===== src/rtl/uart_pkg.sv =====
// Shared types and helpers for the UART TX arbitration slice.
// Consumed by uart_rr_pick and uart_tx_arbiter.
package uart_pkg;

    localparam int BYTE_W = 8;

    typedef enum logic [2:0] {
        ST_IDLE,
        ST_LOAD,
        ST_START,
        ST_WAIT_ACK,
        ST_WAIT_DONE
    } arb_state_t;

    // Index width that never collapses to zero bits.
    function automatic int clog2_min1(input int n);
        return (n <= 2) ? 1 : $clog2(n);
    endfunction

endpackage


===== src/rtl/uart_rr_pick.sv =====
// Combinational round-robin picker: first set bit of req searching from ptr.
// Returns a one-hot pick, its index and an any-valid flag.
module uart_rr_pick
    import uart_pkg::*;
#(
    parameter int N  = 4,
    parameter int IW = clog2_min1(N)
) (
    input  logic [N-1:0]  req,
    input  logic [IW-1:0] ptr,
    output logic [N-1:0]  pick,
    output logic [IW-1:0] idx,
    output logic          any
);

    // Walk offsets high to low so the smallest offset from ptr wins.
    always_comb begin
        int j;
        j    = 0;
        pick = '0;
        idx  = '0;
        any  = |req;
        for (int k = N - 1; k >= 0; k--) begin
            j = (int'(ptr) + k) % N;
            if (req[IW'(j)]) begin
                pick         = '0;
                pick[IW'(j)] = 1'b1;
                idx          = IW'(j);
            end
        end
    end

endmodule


===== src/rtl/uart_tx_arbiter.sv =====
// Packet-level round-robin arbiter sharing one UART transmitter.
// Optional stall timeout in LOAD enabled by `define UART_ARB_TIMEOUT_EN.
module uart_tx_arbiter
    import uart_pkg::*;
#(
    parameter int          N_REQ          = 4,
    parameter logic [31:0] TIMEOUT_CYCLES = 32'd100000
) (
    input  logic                    clk,
    input  logic                    rst,
    input  logic [N_REQ-1:0]        req_valid,
    input  logic [BYTE_W*N_REQ-1:0] req_data,
    input  logic [N_REQ-1:0]        req_last,
    output logic [N_REQ-1:0]        req_ready,
    output logic [N_REQ-1:0]        grant,
    output logic [BYTE_W-1:0]       tx_data,
    output logic                    tx_start,
    input  logic                    tx_busy,
    output logic                    arb_timeout
);

    localparam int IW = clog2_min1(N_REQ);

    arb_state_t state, state_nxt;

    logic [N_REQ-1:0]  grant_q;
    logic [IW-1:0]     gidx;
    logic [IW-1:0]     ptr;
    logic [IW-1:0]     ptr_inc;
    logic              last_q;
    logic [BYTE_W-1:0] data_q;

    logic [N_REQ-1:0]  pick;
    logic [IW-1:0]     pick_idx;
    logic              pick_any;

    logic              valid_g;
    logic              last_g;
    logic [BYTE_W-1:0] data_g;
    logic              accept;
    logic              timeout;
    logic              release_pkt;

    uart_rr_pick #(
        .N  (N_REQ),
        .IW (IW)
    ) u_pick (
        .req  (req_valid),
        .ptr  (ptr),
        .pick (pick),
        .idx  (pick_idx),
        .any  (pick_any)
    );

    always_comb begin
        valid_g = 1'b0;
        last_g  = 1'b0;
        data_g  = '0;
        for (int i = 0; i < N_REQ; i++) begin
            if (gidx == IW'(i)) begin
                valid_g = req_valid[i];
                last_g  = req_last[i];
                data_g  = req_data[i*BYTE_W +: BYTE_W];
            end
        end
    end

    assign accept  = (state == ST_LOAD) && valid_g && !tx_busy;
    assign ptr_inc = (gidx == IW'(N_REQ - 1)) ? '0 : gidx + 1'b1;

`ifdef UART_ARB_TIMEOUT_EN
    logic [31:0] stall_cnt;

    // Counter is held at zero outside LOAD, so it starts fresh on every entry.
    always_ff @(posedge clk or posedge rst) begin
        if (rst) begin
            stall_cnt <= '0;
        end else if (state != ST_LOAD) begin
            stall_cnt <= '0;
        end else if (!valid_g) begin
            stall_cnt <= stall_cnt + 32'd1;
        end
    end

    assign timeout = (state == ST_LOAD) && !accept &&
                     (stall_cnt >= TIMEOUT_CYCLES);
`else
    logic unused_timeout_cfg;
    assign unused_timeout_cfg = ^TIMEOUT_CYCLES;
    assign timeout = 1'b0;
`endif

    assign release_pkt = ((state == ST_WAIT_DONE) && !tx_busy && last_q) ||
                         timeout;

    always_ff @(posedge clk or posedge rst) begin
        if (rst) begin
            state <= ST_IDLE;
        end else begin
            state <= state_nxt;
        end
    end

    always_comb begin
        state_nxt = state;
        unique case (state)
            ST_IDLE: begin
                if (pick_any) state_nxt = ST_LOAD;
            end
            ST_LOAD: begin
                if (accept) begin
                    state_nxt = ST_START;
                end else if (timeout) begin
                    state_nxt = ST_IDLE;
                end
            end
            ST_START: begin
                state_nxt = ST_WAIT_ACK;
            end
            ST_WAIT_ACK: begin
                if (tx_busy) state_nxt = ST_WAIT_DONE;
            end
            ST_WAIT_DONE: begin
                if (!tx_busy) state_nxt = last_q ? ST_IDLE : ST_LOAD;
            end
            default: begin
                state_nxt = ST_IDLE;
            end
        endcase
    end

    always_comb begin
        tx_start    = (state == ST_START);
        req_ready   = accept ? grant_q : '0;
        grant       = grant_q;
        tx_data     = data_q;
        arb_timeout = timeout;
    end

    always_ff @(posedge clk or posedge rst) begin
        if (rst) begin
            grant_q <= '0;
            gidx    <= '0;
            ptr     <= '0;
            last_q  <= 1'b0;
            data_q  <= '0;
        end else begin
            if ((state == ST_IDLE) && pick_any) begin
                grant_q <= pick;
                gidx    <= pick_idx;
            end
            if (accept) begin
                data_q <= data_g;
                last_q <= last_g;
            end
            if (release_pkt) begin
                grant_q <= '0;
                ptr     <= ptr_inc;
            end
        end
    end

endmodule

===== config.mk =====
export PLATFORM = sky130hd
export DESIGN_NAME = uart_tx_arbiter
export DESIGN_NICKNAME = d
export VERILOG_FILES = /design/src/rtl/uart_pkg.sv /design/src/rtl/uart_rr_pick.sv /design/src/rtl/uart_tx_arbiter.sv
export SDC_FILE = /design/constraint.sdc
export NUM_CORES = 1
export LEC_CHECK = 0
export BUFFER_PORTS_ARGS = -buffer_cell sky130_fd_sc_hd__buf_2
export CAP_MARGIN = 20
export CORE_MARGIN = 2
export CORE_UTILIZATION = 52
export CTS_BUF_LIST = sky130_fd_sc_hd__clkbuf_8
export CTS_CLUSTER_SIZE = 20
export DETAILED_ROUTE_END_ITERATION = 10
export HOLD_SLACK_MARGIN = 0.08
export MAX_ROUTING_LAYER = met4
export PLACE_DENSITY = 0.83
export REMOVE_ABC_BUFFERS = 1
export SYNTH_ARGS = -nofsm -noshare
export SYNTH_HDL_FRONTEND = slang
export SYNTH_SLANG_ARGS = --single-unit

===== constraint.sdc =====
create_clock -name clk -period 2.5 [get_ports clk]
set_input_delay 0.125 -clock clk [delete_from_list [all_inputs] [get_ports clk]]
set_output_delay 0.125 -clock clk [all_outputs]
set_load 0.02 [all_outputs]

==> results.json <==
{
  "status": "finished clean",
  "hold_viol": 0,
  "leakagePower_nw": 0.983,
  "critPathLaunchType": "flip-flop",
  "critical_path.max_stage_delay_ns": 0.42,
  "synth_edf_count": 0,
  "crit_buf_inv": 3,
  "io_buffers": 59,
  "vias": 1689,
  "grt_max_degree": 21,
  "worstPathArrival_ns": 2.25,
  "drc": 0,
  "synthCells": 206,
  "path_class": "reg2out",
  "grt_first_pass_wirelength_um": 6630,
  "area_growth_pct": 23.5,
  "synth-seq-cells": 20,
  "synth-seq-area-share_pct": 29.5,
  "path_cells": "inv_1, ha_1, or2_2, a221o_1, nand4b_1, buf_6, nor2_1, buf_2",
  "slew_violations": 0,
  "antenna_cells": 0,
  "drt-initial-drc-count": 75,
  "slowest_stage": "dfrtp_1",
  "grt_antenna_before_repair": 0,
  "seqPwrFrac_pct": 23.5,
  "setup_viol": 0,
  "fin_nets": 314,
  "numCtsBuffers": 3,
  "max-vdd-ir-drop_mv": 0.829,
  "reg2reg_to": "tx_data[5]",
  "whs_path_depth": 2,
  "clkLatencyLatePin_ns": 0.25,
  "cts.clk_slew.worst_paths_ns": 0.07,
  "power.switching_mw": 1.15,
  "pwr-share-comb_pct": 66.7,
  "power.share.switching_pct": 47.1,
  "reg2regPathDepth": 7,
  "pin_count": 61,
  "grt_pass1_vias": 1573,
  "min_path_type": "in2reg",
  "end_kind": "output port",
  "core-area_mm2": 0.00308,
  "crit_family": "simple AND/OR/NAND/NOR gates",
  "synth_area_mm2": 0.00170,
  "cts_tree": "done",
  "drt_first_pass_iters": 4,
  "syn_avg_cell_area_um2": 8.24,
  "die_x_um": 61.1,
  "hpwl_um": 3160,
  "fin_crit_sh_pct": 95.0,
  "grtUsageTotal_pct": 23.9,
  "required_ns": 2.38,
  "skew_ns": 0.00147,
  "powerDensity_mw_per_mm2": 1160,
  "fmax_mhz": 421,
  "yosysWarnings": 0,
  "ys_async_sr_fraction_pct": 100,
  "ant_nets": 0,
  "r2r_start": "gidx[0]",
  "drv_cap": 0,
  "power_mw": 2.44,
  "place_area_mm2": 0.00201,
  "routedWlPerCell_um": 13.6,
  "htree_levels": 1,
  "drt_wl_total_um": 4140,
  "max-slew-margin-rel_pct": 47.8,
  "p_int_mw": 1.29,
  "synthFlopType": "dfrtp_1",
  "initial_utilization_pct": 55.1,
  "min_from": "tx_busy",
  "place.gp.congestion": 0.854,
  "cts.sinks": 20,
  "cts_root_buffer": "clkbuf_8",
  "synth_cell_types": 46,
  "clockBufferDepth": 2,
  "dieArea_mm2": 0.00374,
  "row_count": 20,
  "die_h_um": 61.1,
  "drive_above_1_share_pct": 32.3,
  "hold_path_end": "state[0]",
  "critPathMaxFanout": 16,
  "r2r_slack_ns": 0.32,
  "min_period_ns": 2.37,
  "gr-total-overflow": 0,
  "fin_area_mm2": 0.00210,
  "vias_per_cell": 5.56,
  "worstMarginPinSlew_ns": 0.777,
  "clkPwrFrac_pct": 9.8
}
[cells by family after synthesis]
| logic type | count (synthesis) | share of synthesized area [%] |
|---|---|---|
| buffers and inverters | 28 | 7.30 |
| other | 1 | 0.221 |
| and+or+nand+nor | 75 | 23.5 |
| muxes | 11 | 8.41 |
| AOI/OAI and AO/OA | 61 | 23.7 |
| adders and majority gates | 10 | 7.37 |
| DFF | 20 | 29.5 |
[state kept, by name, summed over array words and instances (netlist names)]
register	count
tx_data	8
grant	4
state	3
gidx	2
ptr	2
last_q	1
[cell usage after synthesis, drive strengths merged, types with 2 or more instances]
| cell | count | area (um2) |
|---|---|---|
| nand2 | 26 | 97.6 |
| dfrtp | 20 | 500 |
| a21oi | 18 | 90.1 |
| o21ai | 16 | 80.1 |
| inv | 11 | 41.3 |
| nor2b | 11 | 76.3 |
| clkbuf | 10 | 38.8 |
| ha | 10 | 125 |
| nor2 | 10 | 37.5 |
| a221oi | 9 | 78.8 |
| nor3 | 9 | 45.0 |
| buf | 7 | 43.8 |
| mux2 | 6 | 67.6 |
| o211ai | 4 | 30.0 |
| a31oi | 3 | 18.8 |
| mux2i | 3 | 30.0 |
| nand2b | 3 | 26.3 |
| nand3 | 3 | 15.0 |
| nand3b | 3 | 22.5 |
| a32o | 2 | 20.0 |
| mux4 | 2 | 45.0 |
| nand4b | 2 | 17.5 |
| nor3b | 2 | 15.0 |
| nor4 | 2 | 18.8 |
[what timing repair did]
action | CTS | global route
hold endpoints to repair | 20 | 0
setup buffers | 0 | 1
gates resized for setup | 1 | 3
hold buffers | 1 | 0
setup endpoints to repair | 4 | 4
[through the flow]
stage	hold slack (ns)	util [%]	setup TNS (ns)	std cells	setup WS [ns]
global placement	0.284	65.3	0	298	0.256
global route	0.139	68.1	-0.0505	304	-0.0158
detailed placement	0.288	65.3	0	298	0.159
finish	0.120	68.1	0	304	0.126
CTS	0.116	67.5	0	303	0.0262
floorplan	0.0888	-	0	189	0.156
[power groups by stage]
stage / clock network [mW] / registers (mW) / logic (mW)
finish: 0.238 / 0.573 / 1.63
global route: 0.258 / 0.594 / 1.80
CTS: 0.245 / 0.571 / 1.59
detailed placement: 0 / 0.577 / 1.56
global placement: 0 / 0.570 / 1.53
floorplan: 0 / 0.690 / 1.01
[worst reg2reg max path, stage by stage, from the launching register on]
cell	delay, ns
dfrtp_1	0.42
inv_1	0.08
ha_1	0.25
or2_2	0.30
a221o_1	0.31
nand4b_1	0.23
buf_4	0.16
mux2_1	0.31
[worst max path at each step]
stage / cells past startpoint / endpoint / from
2_1_floorplan: 5 / req_ready[0] / gidx[0]
3_5_place_dp: 8 / req_ready[1] / gidx[0]
4_1_cts: 7 / req_ready[1] / gidx[0]
5_1_grt: 8 / req_ready[2] / gidx[0]
3_3_place_gp: 8 / req_ready[2] / gidx[0]
6_report: 8 / req_ready[1] / gidx[0]
[cell type report]
type,count,area [um2]
multi-input cells,158,1080
fillers,281,982
flip-flops and latches,20,500
repair buffers,67,362
clock buffers,4,55.1
well taps,44,55.1
inverters,11,41.3
[per-layer routing]
| metal | global-route usage (%) | share of wire (%) | up-vias |
|---|---|---|---|
| met5 | - | 0 | - |
| met4 | 7.45 | 2.3 | 0 |
| met3 | 4.20 | 5.1 | 14 |
| met2 | 40.9 | 51 | 53 |
| met1 | 28.6 | 42 | 773 |
| li1 | - | - | 849 |
[layout by cell type, fill, tap and decap left out, drive strengths merged, types with 2 or more instances in the layout]
cell and n:
o211ai 4, a32o 2, nand4b 2, nor3 9
clkbuf 4, a221oi 9, mux2i 3, nor4 2
nor2 10, nand2b 3, inv 11, dfrtp 20
a21oi 18, o21ai 16, nor2b 11, ha 10
mux4 2, nand2 26, nand3b 3, a31oi 3
nand3 3, buf 66, nor3b 2, mux2 6
Note: power is estimated with default switching activity, not from simulation.
